## src/rtl/dcache_pkg.sv

```systemverilog
`default_nettype none
// ----------------------------------------------------------------------------
// dcache_pkg -- D-cache tag-word layout, maintenance FSM encoding, field helpers
// Rev 1.0
// ----------------------------------------------------------------------------
package dcache_pkg;

   localparam int IDX_W     = 9;
   localparam int TAG_W     = 16;
   localparam int WAY_W     = 18;
   localparam int VALID_BIT = 17;
   localparam int DIRTY_BIT = 16;

   typedef logic [WAY_W-1:0] way_t;

   // Maintenance FSM state encoding
   typedef logic [2:0] maint_state_t;
   localparam maint_state_t ST_IDLE = 3'd0;
   localparam maint_state_t ST_RD   = 3'd1;
   localparam maint_state_t ST_CHK  = 3'd2;
   localparam maint_state_t ST_WBA  = 3'd3;
   localparam maint_state_t ST_WBB  = 3'd4;
   localparam maint_state_t ST_UPD  = 3'd5;
   localparam maint_state_t ST_NXT  = 3'd6;

   function automatic logic way_valid(input way_t w);
      return w[VALID_BIT];
   endfunction

   function automatic logic way_dirty(input way_t w);
      return w[DIRTY_BIT];
   endfunction

   function automatic logic [TAG_W-1:0] way_tag(input way_t w);
      return w[TAG_W-1:0];
   endfunction

   // A line needs writeback only when it is both valid and dirty
   function automatic logic way_needs_wb(input way_t w);
      return way_valid(w) & way_dirty(w);
   endfunction

   function automatic way_t way_clean(input way_t w);
      way_t r;
      r            = w;
      r[DIRTY_BIT] = 1'b0;
      return r;
   endfunction

endpackage
`default_nettype wire

```

## src/rtl/dcache_maint_engine.sv

```systemverilog
`default_nettype none
// ----------------------------------------------------------------------------
// dcache_maint_engine -- walks the 2-way D-cache tag array, writes back dirty
// lines, then invalidates or cleans each set. Optional: DCACHE_MAINT_STATS_EN.
// Rev 1.0
// ----------------------------------------------------------------------------
module dcache_maint_engine #(
   parameter int IDX_W = dcache_pkg::IDX_W,
   parameter int TAG_W = dcache_pkg::TAG_W,
   parameter int WAY_W = dcache_pkg::WAY_W
) (
   input  logic                 clk,
   input  logic                 rst,
   input  logic                 cmd_valid,
   input  logic                 cmd_inv,
   input  logic                 cmd_all,
   input  logic [IDX_W-1:0]     cmd_index,
   output logic                 busy,
   output logic                 done,
   output logic [1:0]           tag_we,
   output logic [IDX_W-1:0]     tag_addr,
   output logic [2*WAY_W-1:0]   tag_din,
   input  logic [2*WAY_W-1:0]   tag_dout,
   output logic                 wb_req,
   output logic                 wb_way,
   output logic [IDX_W-1:0]     wb_index,
   output logic [TAG_W-1:0]     wb_tag,
`ifdef DCACHE_MAINT_STATS_EN
   output logic [IDX_W+1:0]     wb_count,
`endif
   input  logic                 wb_ack
);
   import dcache_pkg::*;

   maint_state_t          r_state;
   logic [IDX_W-1:0]      r_idx;
   logic [2*WAY_W-1:0]    r_entry;
   logic                  r_inv;
   logic                  r_all;
   logic                  r_done;

   logic [WAY_W-1:0]      w_ent_a;
   logic [WAY_W-1:0]      w_ent_b;
   logic                  w_wb_a;
   logic                  w_wb_b;
   logic                  w_chk_a;
   logic                  w_chk_b;
   logic                  w_last;

   assign w_ent_a = r_entry[WAY_W-1:0];
   assign w_ent_b = r_entry[2*WAY_W-1:WAY_W];
   assign w_wb_a  = way_needs_wb(w_ent_a);
   assign w_wb_b  = way_needs_wb(w_ent_b);
   // CHK decides from the live RAM output, in parallel with capturing it
   assign w_chk_a = way_needs_wb(tag_dout[WAY_W-1:0]);
   assign w_chk_b = way_needs_wb(tag_dout[2*WAY_W-1:WAY_W]);
   assign w_last  = !r_all || (r_idx == {IDX_W{1'b1}});

   always_ff @(posedge clk or posedge rst) begin
      if (rst) begin
         r_state <= ST_IDLE;
         r_idx   <= '0;
         r_entry <= '0;
         r_inv   <= 1'b0;
         r_all   <= 1'b0;
         r_done  <= 1'b0;
      end else begin
         r_done <= 1'b0;
         case (r_state)
            ST_IDLE: begin
               if (cmd_valid) begin
                  r_inv   <= cmd_inv;
                  r_all   <= cmd_all;
                  r_idx   <= cmd_all ? '0 : cmd_index;
                  r_state <= ST_RD;
               end
            end
            ST_RD:  r_state <= ST_CHK;
            ST_CHK: begin
               r_entry <= tag_dout;
               if (w_chk_a)      r_state <= ST_WBA;
               else if (w_chk_b) r_state <= ST_WBB;
               else              r_state <= ST_UPD;
            end
            ST_WBA: begin
               if (wb_ack) r_state <= w_wb_b ? ST_WBB : ST_UPD;
            end
            ST_WBB: begin
               if (wb_ack) r_state <= ST_UPD;
            end
            ST_UPD: r_state <= ST_NXT;
            ST_NXT: begin
               if (w_last) begin
                  r_done  <= 1'b1;
                  r_state <= ST_IDLE;
               end else begin
                  r_idx   <= r_idx + 1'b1;
                  r_state <= ST_RD;
               end
            end
            default: r_state <= ST_IDLE;
         endcase
      end
   end

   // Outputs decode from state so an asynchronous reset silences them at once
   always_comb begin
      busy     = (r_state != ST_IDLE);
      done     = r_done;
      tag_addr = r_idx;
      tag_we   = 2'b00;
      tag_din  = '0;
      wb_req   = 1'b0;
      wb_way   = 1'b0;
      wb_index = '0;
      wb_tag   = '0;
      case (r_state)
         ST_WBA: begin
            wb_req   = 1'b1;
            wb_index = r_idx;
            wb_tag   = way_tag(w_ent_a);
         end
         ST_WBB: begin
            wb_req   = 1'b1;
            wb_way   = 1'b1;
            wb_index = r_idx;
            wb_tag   = way_tag(w_ent_b);
         end
         ST_UPD: begin
            if (r_inv) begin
               tag_we = 2'b11;
            end else begin
               tag_we  = {w_wb_b, w_wb_a};
               tag_din = {way_clean(w_ent_b), way_clean(w_ent_a)};
            end
         end
         default: ;
      endcase
   end

`ifdef DCACHE_MAINT_STATS_EN
   logic [IDX_W+1:0] r_wb_count;

   always_ff @(posedge clk or posedge rst) begin
      if (rst) begin
         r_wb_count <= '0;
      end else if ((r_state == ST_IDLE) && cmd_valid) begin
         r_wb_count <= '0;
      end else if (wb_req && wb_ack && (r_wb_count != {(IDX_W+2){1'b1}})) begin
         r_wb_count <= r_wb_count + 1'b1;
      end
   end

   assign wb_count = r_wb_count;
`endif

endmodule
`default_nettype wire

```

## config.mk

```make
export PLATFORM = sky130hd
export DESIGN_NAME = dcache_maint_engine
export DESIGN_NICKNAME = d
export VERILOG_FILES = /design/src/rtl/dcache_pkg.sv /design/src/rtl/dcache_maint_engine.sv
export SDC_FILE = /design/constraint.sdc
export NUM_CORES = 1
export LEC_CHECK = 0
export CAP_MARGIN = 20
export CORE_MARGIN = 5
export CORE_UTILIZATION = 45
export DETAILED_ROUTE_END_ITERATION = 7
export PLACE_DENSITY = 0.86
export SKIP_LAST_GASP = 1
export SLEW_MARGIN = 15
export SYNTH_ARGS = -nofsm -noshare
export SYNTH_HDL_FRONTEND = slang
export SYNTH_SLANG_ARGS = --single-unit
```

## constraint.sdc

```tcl
create_clock -name clk -period 3.8 [get_ports clk]
set_clock_uncertainty 0.2 [all_clocks]
set_input_delay 0.76 -clock clk [delete_from_list [all_inputs] [get_ports clk]]
set_output_delay 0.76 -clock clk [all_outputs]
set_load 0.03 [all_outputs]
```

==> Word-level counts from Yosys, hierarchy flattened <==
Index checks and enable logic that the tools add are counted.
W data, S select, Z words.
{ "classes": {"mux": 22, "bitwise_logic": 4, "n_eq_ne": 11, "addsub": 1, "n_reduce_logical": 9} }
{ "op_table": {"columns": ["cell", "n"], "rows": [
  ["$mux W36", 2],
  ["$mux W9", 4],
  ["$pmux W16 S2", 1],
  ["$pmux W3 S7", 1],
  ["$pmux W9 S2", 1],
  ["$mux W3", 4],
  ["$add A9 B1 Y9 const B", 1],
  ["$eq A3 B3 Y1 const B", 3],
  ["$eq A9 B9 Y1 const B", 1],
  ["$ne A2 B2 Y1 const B", 4],
  ["$mux W1", 7],
  ["$eq A3 B2 Y1 const B", 2],
  ["$reduce_and A3 Y1", 2],
  ["$and A1 B1 Y1", 4],
  ["$mux W2", 2],
  ["$eq A3 B1 Y1 const B", 1],
  ["$logic_not A3 Y1", 1],
  ["$reduce_bool A3 Y1", 1],
  ["$reduce_and A2 Y1", 1],
  ["$reduce_bool A2 Y1", 1],
  ["$reduce_or A2 Y1", 1],
  ["$logic_not A1 Y1", 1],
  ["$logic_or A1 B1 Y1", 1]
]} }
{ "word_totals": {"reg_bits": 51, "output_inout_bits": 76, "elab_cells": 53} }

==> Depth between registers and ports, before layout <==
Gate-level depths: netlist (run 1).
{ "depth": {"word_depth": 4, "ltp_mapped": 9, "depth_no_buf": 8} }

==> Least setup slack after synthesis (run 1) <==
Ideal clock, no wire load.
{ "synth_timing": {"kind": "register to output", "startpoint": "register r_state[0]", "endpoint": "output port wb_tag[10]", "path_stages_with_launch": 5, "path_slack_ns": 1.065, "t_arrival_ns": 1.775, "path_cell_list": "dfrtp_1 buf_2 nor2_1 clkbuf_1 a22o_1"} }
{ "synth_between": {"elab_chain_len": 2, "word_cells_on_any_way": 3, "cone_classes": "2 x eq/ne; 1 x mux"} }
{ "synth_rtl": {"columns": ["element", "line", "text"], "rows": [
  ["start, declared", "dcache_maint_engine.sv:35", "maint_state_t r_state;"],
  ["start signal, assigned", "dcache_maint_engine.sv:86", "if (wb_ack) r_state <= w_wb_b ? ST_WBB : ST_UPD;"],
  ["$eq A3 B3 Y1 or $eq A3 B2 Y1 (tied branches)", "dcache_maint_engine.sv:117", "case (r_state)"],
  ["$pmux W16 S2 *", "dcache_maint_engine.sv:117", null],
  ["end, declared", "dcache_maint_engine.sv:27", "output logic [TAG_W-1:0] wb_tag,"]
]} }
Mark *: on every way between the ends. The rest lies on a longest branch, timed or not.

==> Worst setup path in the final report (run 1) <==
{ "layout_timing": {"startpoint": "register r_state[0]", "endpoint": "output port tag_din[18]"} }
{ "layout_between": {"elab_chain_len": 2} }
{ "layout_rtl": {"columns": ["element", "line", "text"], "rows": [
  ["$eq A3 B3 Y1", "dcache_maint_engine.sv:117", null],
  ["$mux W36", "dcache_maint_engine.sv:117", null],
  ["end, declared", "dcache_maint_engine.sv:22", "output logic [2*WAY_W-1:0] tag_din,"]
]} }
Every way passes these cells.

==> results of run 1 <==
-- worst max-delay path, cell delays in order (launching register included) --
cell             delay, ns
dfrtp_1               0.57
inv_1                 0.12
or2_2                 0.35
nor2_2                0.10
buf_4                 0.28
and2_1                0.18
clkdlybuf4s50_1       0.71
-- cells in the mapped netlist (all sizes together), types with 3 or more instances --
cell / number
and2: 44
a21o: 3
buf: 10
nor3b: 5
clkbuf: 7
nor2: 8
and3: 4
nand2: 11
mux2: 38
a21oi: 18
dfrtp: 51
nand3: 4
inv: 4
a22o: 16
o21ai: 10
-- worst paths after layout --
check	from	to
min in group asynchronous	rst	r_entry[30]$_DFFE_PP0N_
worst max-delay path	r_state[0]$_DFFE_PP0P_	tag_din[18]
worst max register to register	tag_addr[0]$_DFFE_PP0P_	tag_addr[2]$_DFFE_PP0P_
max in group asynchronous	rst	r_entry[1]$_DFFE_PP0N_
worst min-delay path	r_entry[16]$_DFFE_PP0N_	r_entry[16]$_DFFE_PP0N_
worst min register to register	r_entry[16]$_DFFE_PP0N_	r_entry[16]$_DFFE_PP0N_
-- routing by layer --
| metal | track usage [%] | up-vias | routed length (um) |
|---|---|---|---|
| li1 | - | 1164 | - |
| met1 | 24.96 | 1206 | 3182 |
| met2 | 34.93 | 86 | 4144 |
| met3 | 5.174 | 16 | 497 |
| met4 | 7.671 | 0 | 199 |
| met5 | 0 | - | 0 |
-- power breakdown --
part / switching [uW] / leakage (uW) / internal (uW) / total, uW
combinational: 971 / 0.00105 / 872 / 1840
clock: 169 / 0.0000422 / 130 / 299
sequential: 250 / 0.000614 / 817 / 1070
total: 1390 / 0.00170 / 1820 / 3210
-- metrics by stage --
| step | total power, uW | worst slack, ns | cells | hold WS (ns) | util [%] |
|---|---|---|---|---|---|
| detailed placement | 2931 | 0.5738 | 451 | 0.2958 | 68.55 |
| floorplan | 2204 | 1.065 | 260 | 0.2811 | - |
| finish | 3210 | 0.2167 | 459 | 0.3140 | 69.93 |
| CTS | 3236 | 0.2200 | 459 | 0.3175 | 69.93 |
| global route | 3409 | 0.08773 | 459 | 0.3395 | 69.93 |
| global placement | 2863 | 0.6616 | 451 | 0.2935 | 68.55 |
-- cells by family after synthesis --
family          Yosys count
other cells               1
simple gates             91
fa+ha+maj                 2
buf+inv                  21
flops                    51
mux                      38
compound gates           55
-- registers in the layout (all words and copies together) (netlist names) --
register and count:
r_state 3, r_entry 36, tag_addr 9, r_all 1
r_inv 1, done 1
-- layout make-up --
type	instances	area, sq um
Sequential cell	51	1276
Clock buffer	7	76.32
Clock inverter	1	5.005
Timing Repair Buffer	133	1309
Inverter	4	15.01
Fill cell	461	1780
Tap cell	75	93.84
Multi-Input combinational cell	188	1365
==> flow_summary.ini, run 1 <==
[cts]
postCtsSetupBuffers = 0
root_buffer = clkbuf_8
ctsResizeCount = 0
cts_tree = built
cts_buffer_depth = 2
hold_buffers = 0
clk_pin_slew_ns = 0.08
numCtsBuffers = 5
clock_sinks = 51
clkLatencyLatePin_ns = 0.30
h-tree-depth = 2

[floorplan]
initial_core_util_pct = 46.09
die_w_um = 87.87
core_sq_um = 5921
io_pins = 127
die_h_um = 87.87
die-area_sq_um = 7721
rows = 28

[routing]
drtIter0Drc = 146
ant_nets = 0
wirelength_um = 8023
viasPerCell = 5.386
routedWlPerCell_um = 17.48
first_pass_iters = 4
vias = 2472
drcViolationCount = 0

[logic_synthesis]
synth.top_cells.by_area = dfrtp_1 47%, mux2_2 16%, and2_1 10%, a22o_1 5.1%, a21oi_1 3.3%
ys_ff_latch = 51
synth_top_family_by_area = simple AND/OR/NAND/NOR gates
synth_edf_count = 0
synth_top_area_cell = dfrtp_1
synth_top_flop_cell = dfrtp_1
synth_cell_type_count = 36
ys_warn_count = 0
syn_avg_cell_area_sq_um = 10.54
synth_top_area_share_pct = 46.77
synth_area_sq_um = 2729
ys_async_sr_fraction_pct = 100.0
synth_simple_gate_area_share_pct = 19.58
synth_xor_area_share_pct = 0
synth_compound_area_share_pct = 13.39
synth-adder-area-share_pct = 0.9170
synthCells = 259
synth_mux_area_share_pct = 15.68
seq_area_frac_synth_pct = 46.77

[setup_path]
path_max_fanout = 34
startpoint_type = flop
critPathKind = flop to output port
reg2reg_slack_ns = 1.02
worstRegToRegCells = 8
cp-end-kind = output port
cp.arrival_ns = 2.62
crit_required_ns = 2.84

[cells_and_area]
drive_above_1_share_pct = 14.84
final_common_cell = clkdlybuf4s50_1
syn2layout_area_growth_pct = 51.72
layout_common_cells = 124 x clkdlybuf4s50_1, 51 x dfrtp_1, 44 x and2_1
finish.net_count = 436
final_area_sq_um = 4140
antenna_cells = 0

[status]
outcome = finished clean

[sta]
fmax_mhz = 279.1
rsz0062_at_grt = no
setup_tns_ns = 0
tightest_slew_ns = 0.6367
finalMaxSlewViolations = 0
finalHoldViolations = 0
relSlewSlack_pct = 57.55
finalCriticalPeriod_ns = 3.583
setup_viol = 0
period_share_pct = 94.30

[global_routing]
grt_pass1_vias = 2441
grt_pass1_wl_um = 12230
grt.total_usage_pct = 20.48
antenna_found_initial = 0
grt_max_degree = 38
overflow = 0

[place]
place_congestion = 0.7791
hpwl_um = 6082
place_area_sq_um = 4059
port_buffers = 124

[power_and_ir_drop]
vdd_drop_max_mv = 0.4491
power_density_nw_per_um2 = 775.2
p_leak_uw = 0.001703

[min_path]
hold_depth = 1
hold_path_class = flop to flop

[run]
maxCapViolCount = 0
Note: power is estimated with default switching activity, not from simulation.
==> run 2: changes to the inputs <==
CORE_MARGIN = not set   (was 5)
GPL_ROUTABILITY_DRIVEN = 0   (was not set)
==> flow_summary.ini, run 2 (synthesized netlist as in run 1, its figures left out) <==
[cts]
hold_buffers = 0
root_buffer = clkbuf_8
postCtsSetupBuffers = 0
ctsResizeCount = 0
clkLatencyLatePin_ns = 0.29
h-tree-depth = 2
cts_buffer_depth = 2
cts_tree = built
clk_pin_slew_ns = 0.09
numCtsBuffers = 5
clock_sinks = 51

[cells_and_area]
syn2layout_area_growth_pct = 51.49
fill_cells = 438
layout_common_cells = 124 x clkdlybuf4s50_1, 51 x dfrtp_1, 44 x and2_1
largest-register = r_entry
fin_util_pct = 72.84
largest_register_ffs = 36
finish.net_count = 433
final_common_cell = clkdlybuf4s50_1
antenna_cells = 0
drive_above_1_share_pct = 14.44

[sta]
holdWs_ns = 0.3112
setup_tns_ns = 0
rsz0062_at_grt = no
relSlewSlack_pct = 42.24
finalCriticalPeriod_ns = 3.531
setup_viol = 0
finalHoldViolations = 0
period_share_pct = 92.93
tightest_slew_ns = 0.8654
finalMaxSlewViolations = 0
fin_ws_ns = 0.2687
fmax_mhz = 283.2

[place]
pre_cts_ws_ns = 0.5822
port_buffers = 124
hpwl_um = 5331

[floorplan]
die-area_sq_um = 6379
core_sq_um = 5675
rows = 27
die_w_um = 79.87
initial_core_util_pct = 48.08
die_h_um = 79.87
io_pins = 127

[routing]
wirelength_um = 7233
drtIter0Drc = 121
drcViolationCount = 0
ant_nets = 0
first_pass_iters = 4
viasPerCell = 5.355
routedWlPerCell_um = 15.97
vias = 2426

[power_and_ir_drop]
p_sw_share_pct = 42.69
power_frac_comb_pct = 56.4
vdd_drop_max_mv = 0.4429
power.internal_uw = 1846
finalPower_uw = 3221
p_leak_uw = 0.001697
p_sw_uw = 1375
seqPwrFrac_pct = 33.3
power_density_nw_per_um2 = 779.1
pwr-share-clk_pct = 10.2

[global_routing]
antenna_found_initial = 0
grt_max_degree = 52
grt_pass1_wl_um = 11290
overflow = 0
grt.total_usage_pct = 23.09
grt_pass1_vias = 2341

[min_path]
hold_path_class = flop to flop

[run]
maxCapViolCount = 0

[setup_path]
crit_required_ns = 2.84
cp-end-kind = output port
cp.arrival_ns = 2.57
critPathKind = flop to output port
path_max_fanout = 33
startpoint_type = flop

[status]
outcome = finished clean
-- run 2: path summary, 6_finish.rpt --
kind | start | to | slack [ns] | cells past startpoint
worst max-delay path | r_state[0]$_DFFE_PP0P_ | tag_din[5] | 0.27 | 6
worst min-delay path | r_entry[16]$_DFFE_PP0N_ | r_entry[16]$_DFFE_PP0N_ | 0.31 | 1
worst max register to register | tag_addr[0]$_DFFE_PP0P_ | tag_addr[6]$_DFFE_PP0P_ | 1.08 | 8
worst min register to register | r_entry[16]$_DFFE_PP0N_ | r_entry[16]$_DFFE_PP0N_ | 0.31 | 1
max in group asynchronous | rst | r_entry[21]$_DFFE_PP0N_ | 2.15 | 2
min in group asynchronous | rst | tag_addr[8]$_DFFE_PP0P_ | 0.73 | 2
-- run 2: critical path, cell delays in order, from the launching register on --
cell and delay, ns:
dfrtp_1 0.57, inv_1 0.13, or2_2 0.36, nor2_2 0.10, buf_4 0.27, and2_1 0.18
clkdlybuf4s50_1 0.67
-- run 2: final cells by class --
| cell class | instances | area (sq um) | area share, % |
|---|---|---|---|
| multi-input cells | 188 | 1365 | 33.02 |
| flip-flops and latches | 51 | 1276 | 30.87 |
| inverters | 4 | 16.27 | 0.3935 |
| clock buffers | 8 | 100.1 | 2.421 |
| well taps | 72 | 90.09 | 2.179 |
| repair buffers | 130 | 1286 | 31.11 |
-- run 2: stage by stage --
stage                     cell area (sq um)  instances
after detailed placement               4033        445
after global routing                   4134        453
after global placement                 4033        445
after floorplan                        2733        260
after CTS                              4133        453
final                                  4134        453
-- run 2: metal layers --
layer / GRT usage, % / part of all wire, % / vias to the layer above
li1: - / - / 1155
met1: 28.73 / 42 / 1176
met2: 40.26 / 51 / 82
met3: 3.886 / 4.3 / 13
met4: 8.036 / 1.8 / 0
met5: 0 / 0 / -
-- run 2: power by group through the flow --
stage	logic, uW	registers, uW	clock network, uW
after floorplan	1130	1080	0
final	1820	1070	330
after detailed placement	1820	1080	0
after global placement	1780	1060	0
after global routing	1940	1120	362
after CTS	1830	1070	342
==> run 3: changes to the inputs <==
RECOVER_POWER = 25   (was not set)
==> flow_summary.ini, run 3 (synthesized netlist as in run 1, its figures left out) <==
[setup_path]
cp.arrival_ns = 2.58
critPathKind = flop to output port
path_max_fanout = 33
crit_required_ns = 2.84
crit_slowest_cell = clkdlybuf4s50_1
r2r_end = tag_addr[6]$_DFFE_PP0P_
r2r-start = tag_addr[0]$_DFFE_PP0P_
slowest_delay_ns = 0.67
startpoint_type = flop
cp-end-kind = output port
reg2reg_slack_ns = 1.05
worstRegToRegCells = 8
path_buf_inv = 3
crit_start = r_state[0]$_DFFE_PP0P_
crit_chain = inv_1, or2_2, nor2_2, buf_4, and2_1, clkdlybuf4s50_1
cp_top_family = buffers and inverters

[cells_and_area]
antenna_cells = 0
layout_common_cells = 122 x clkdlybuf4s50_1, 51 x dfrtp_1, 44 x and2_1
syn2layout_area_growth_pct = 51.35
finish.net_count = 433
fin_util_pct = 72.77
drive_above_1_share_pct = 14.17
largest_register_ffs = 36
largest-register = r_entry
final_common_cell = clkdlybuf4s50_1

[routing]
drtIter0Drc = 128
vias = 2410
wirelength_um = 7337
ant_nets = 0
drcViolationCount = 0
first_pass_iters = 4
routedWlPerCell_um = 16.20
viasPerCell = 5.320

[floorplan]
rows = 27
die_h_um = 79.87
die-area_sq_um = 6379
die_w_um = 79.87
core_sq_um = 5675
io_pins = 127
initial_core_util_pct = 48.08

[cts]
cts_buffer_depth = 2
h-tree-depth = 2
clkLatencyLatePin_ns = 0.30
clock_sinks = 51
root_buffer = clkbuf_8
clk_pin_slew_ns = 0.09
hold_buffers = 0
postCtsSetupBuffers = 0
numCtsBuffers = 5
ctsResizeCount = 0
cts_tree = built

[global_routing]
grt_max_degree = 52
grt_pass1_wl_um = 11290
antenna_found_initial = 0
overflow = 0
grt_pass1_vias = 2341
grt.total_usage_pct = 23.09

[min_path]
hold_path_class = flop to flop
min_from = r_entry[16]$_DFFE_PP0N_
hold_depth = 1
holdPathEnd = r_entry[16]$_DFFE_PP0N_

[sta]
relSlewSlack_pct = -50.60
finalCriticalPeriod_ns = 3.538
period_share_pct = 93.11
setup_viol = 0
fmax_mhz = 282.6
finalMaxSlewViolations = 52
finalHoldViolations = 0
setup_tns_ns = 0
rsz0062_at_grt = no
tightest_slew_ns = 2.247

[power_and_ir_drop]
vdd_drop_max_mv = 0.4431
power_density_nw_per_um2 = 780.1
pwr-share-clk_pct = 10.4
p_sw_uw = 1381
seqPwrFrac_pct = 33.3
p_leak_uw = 0.001690
power_frac_comb_pct = 56.3
p_sw_share_pct = 42.85
power.internal_uw = 1841

[place]
port_buffers = 124
hpwl_um = 5331

[status]
outcome = finished, violations left
failed_checks = max-capacitance violations, max-slew violations

[run]
maxCapViolCount = 1
==> run 3: cell count changes in the layout (fill, tap and decap cells not counted) <==
cell             change
clkdlybuf4s50_1      -2
clkbuf_1             +1
clkinvlp_2           +1
dlygate4sd3_1        +2
clkinv_2             -1
buf_4                -1
==> run 3: power by group through the flow <==
| stage | clock, uW | combinational (uW) | sequential (uW) |
|---|---|---|---|
| 6_report | 334 | 1820 | 1070 |
| 3_3_place_gp | 0 | 1780 | 1060 |
| 2_1_floorplan | 0 | 1130 | 1080 |
| 5_1_grt | 362 | 1930 | 1120 |
| 4_1_cts | 342 | 1830 | 1070 |
| 3_5_place_dp | 0 | 1820 | 1080 |
==> run 3: area by class of cell <==
class,count,area [sq um]
clock buffers,8,100.1
repair buffers,130,1282
fillers,440,1545
inverters,4,16.27
flip-flops and latches,51,1276
multi-input cells,188,1365
well taps,72,90.09
==> run 3: worst max-delay path by stage <==
stage               depth (start not counted)           to  slack (ns)
finish                                      6   tag_din[5]        0.26
global route                                6  tag_din[19]        0.10
CTS                                         6  tag_din[18]        0.26
detailed placement                          6  tag_din[18]        0.58
global placement                            6  tag_din[18]        0.67
floorplan                                   4   wb_tag[10]        1.07
==> run 3: layer usage <==
layer  global-route usage [%]  share of wire [%]  vias to the layer above
li1                         -                  -                     1157
met1                    28.73                 43                     1159
met2                    40.26                 51                       81
met3                    3.886                4.1                       13
met4                    8.036                1.8                        0
met5                        0                  0                        -
==> run 3: metrics by stage <==
step	cells	power (uW)	instance area, sq um	hold slack (ns)	worst slack [ns]
after global routing	453	3413	4130	0.3362	0.1024
after floorplan	260	2204	2733	0.2811	1.065
after detailed placement	445	2904	4033	0.2978	0.5822
after global placement	445	2844	4033	0.2948	0.6677
after CTS	453	3242	4133	0.3183	0.2605
final	453	3222	4130	0.3115	0.2618
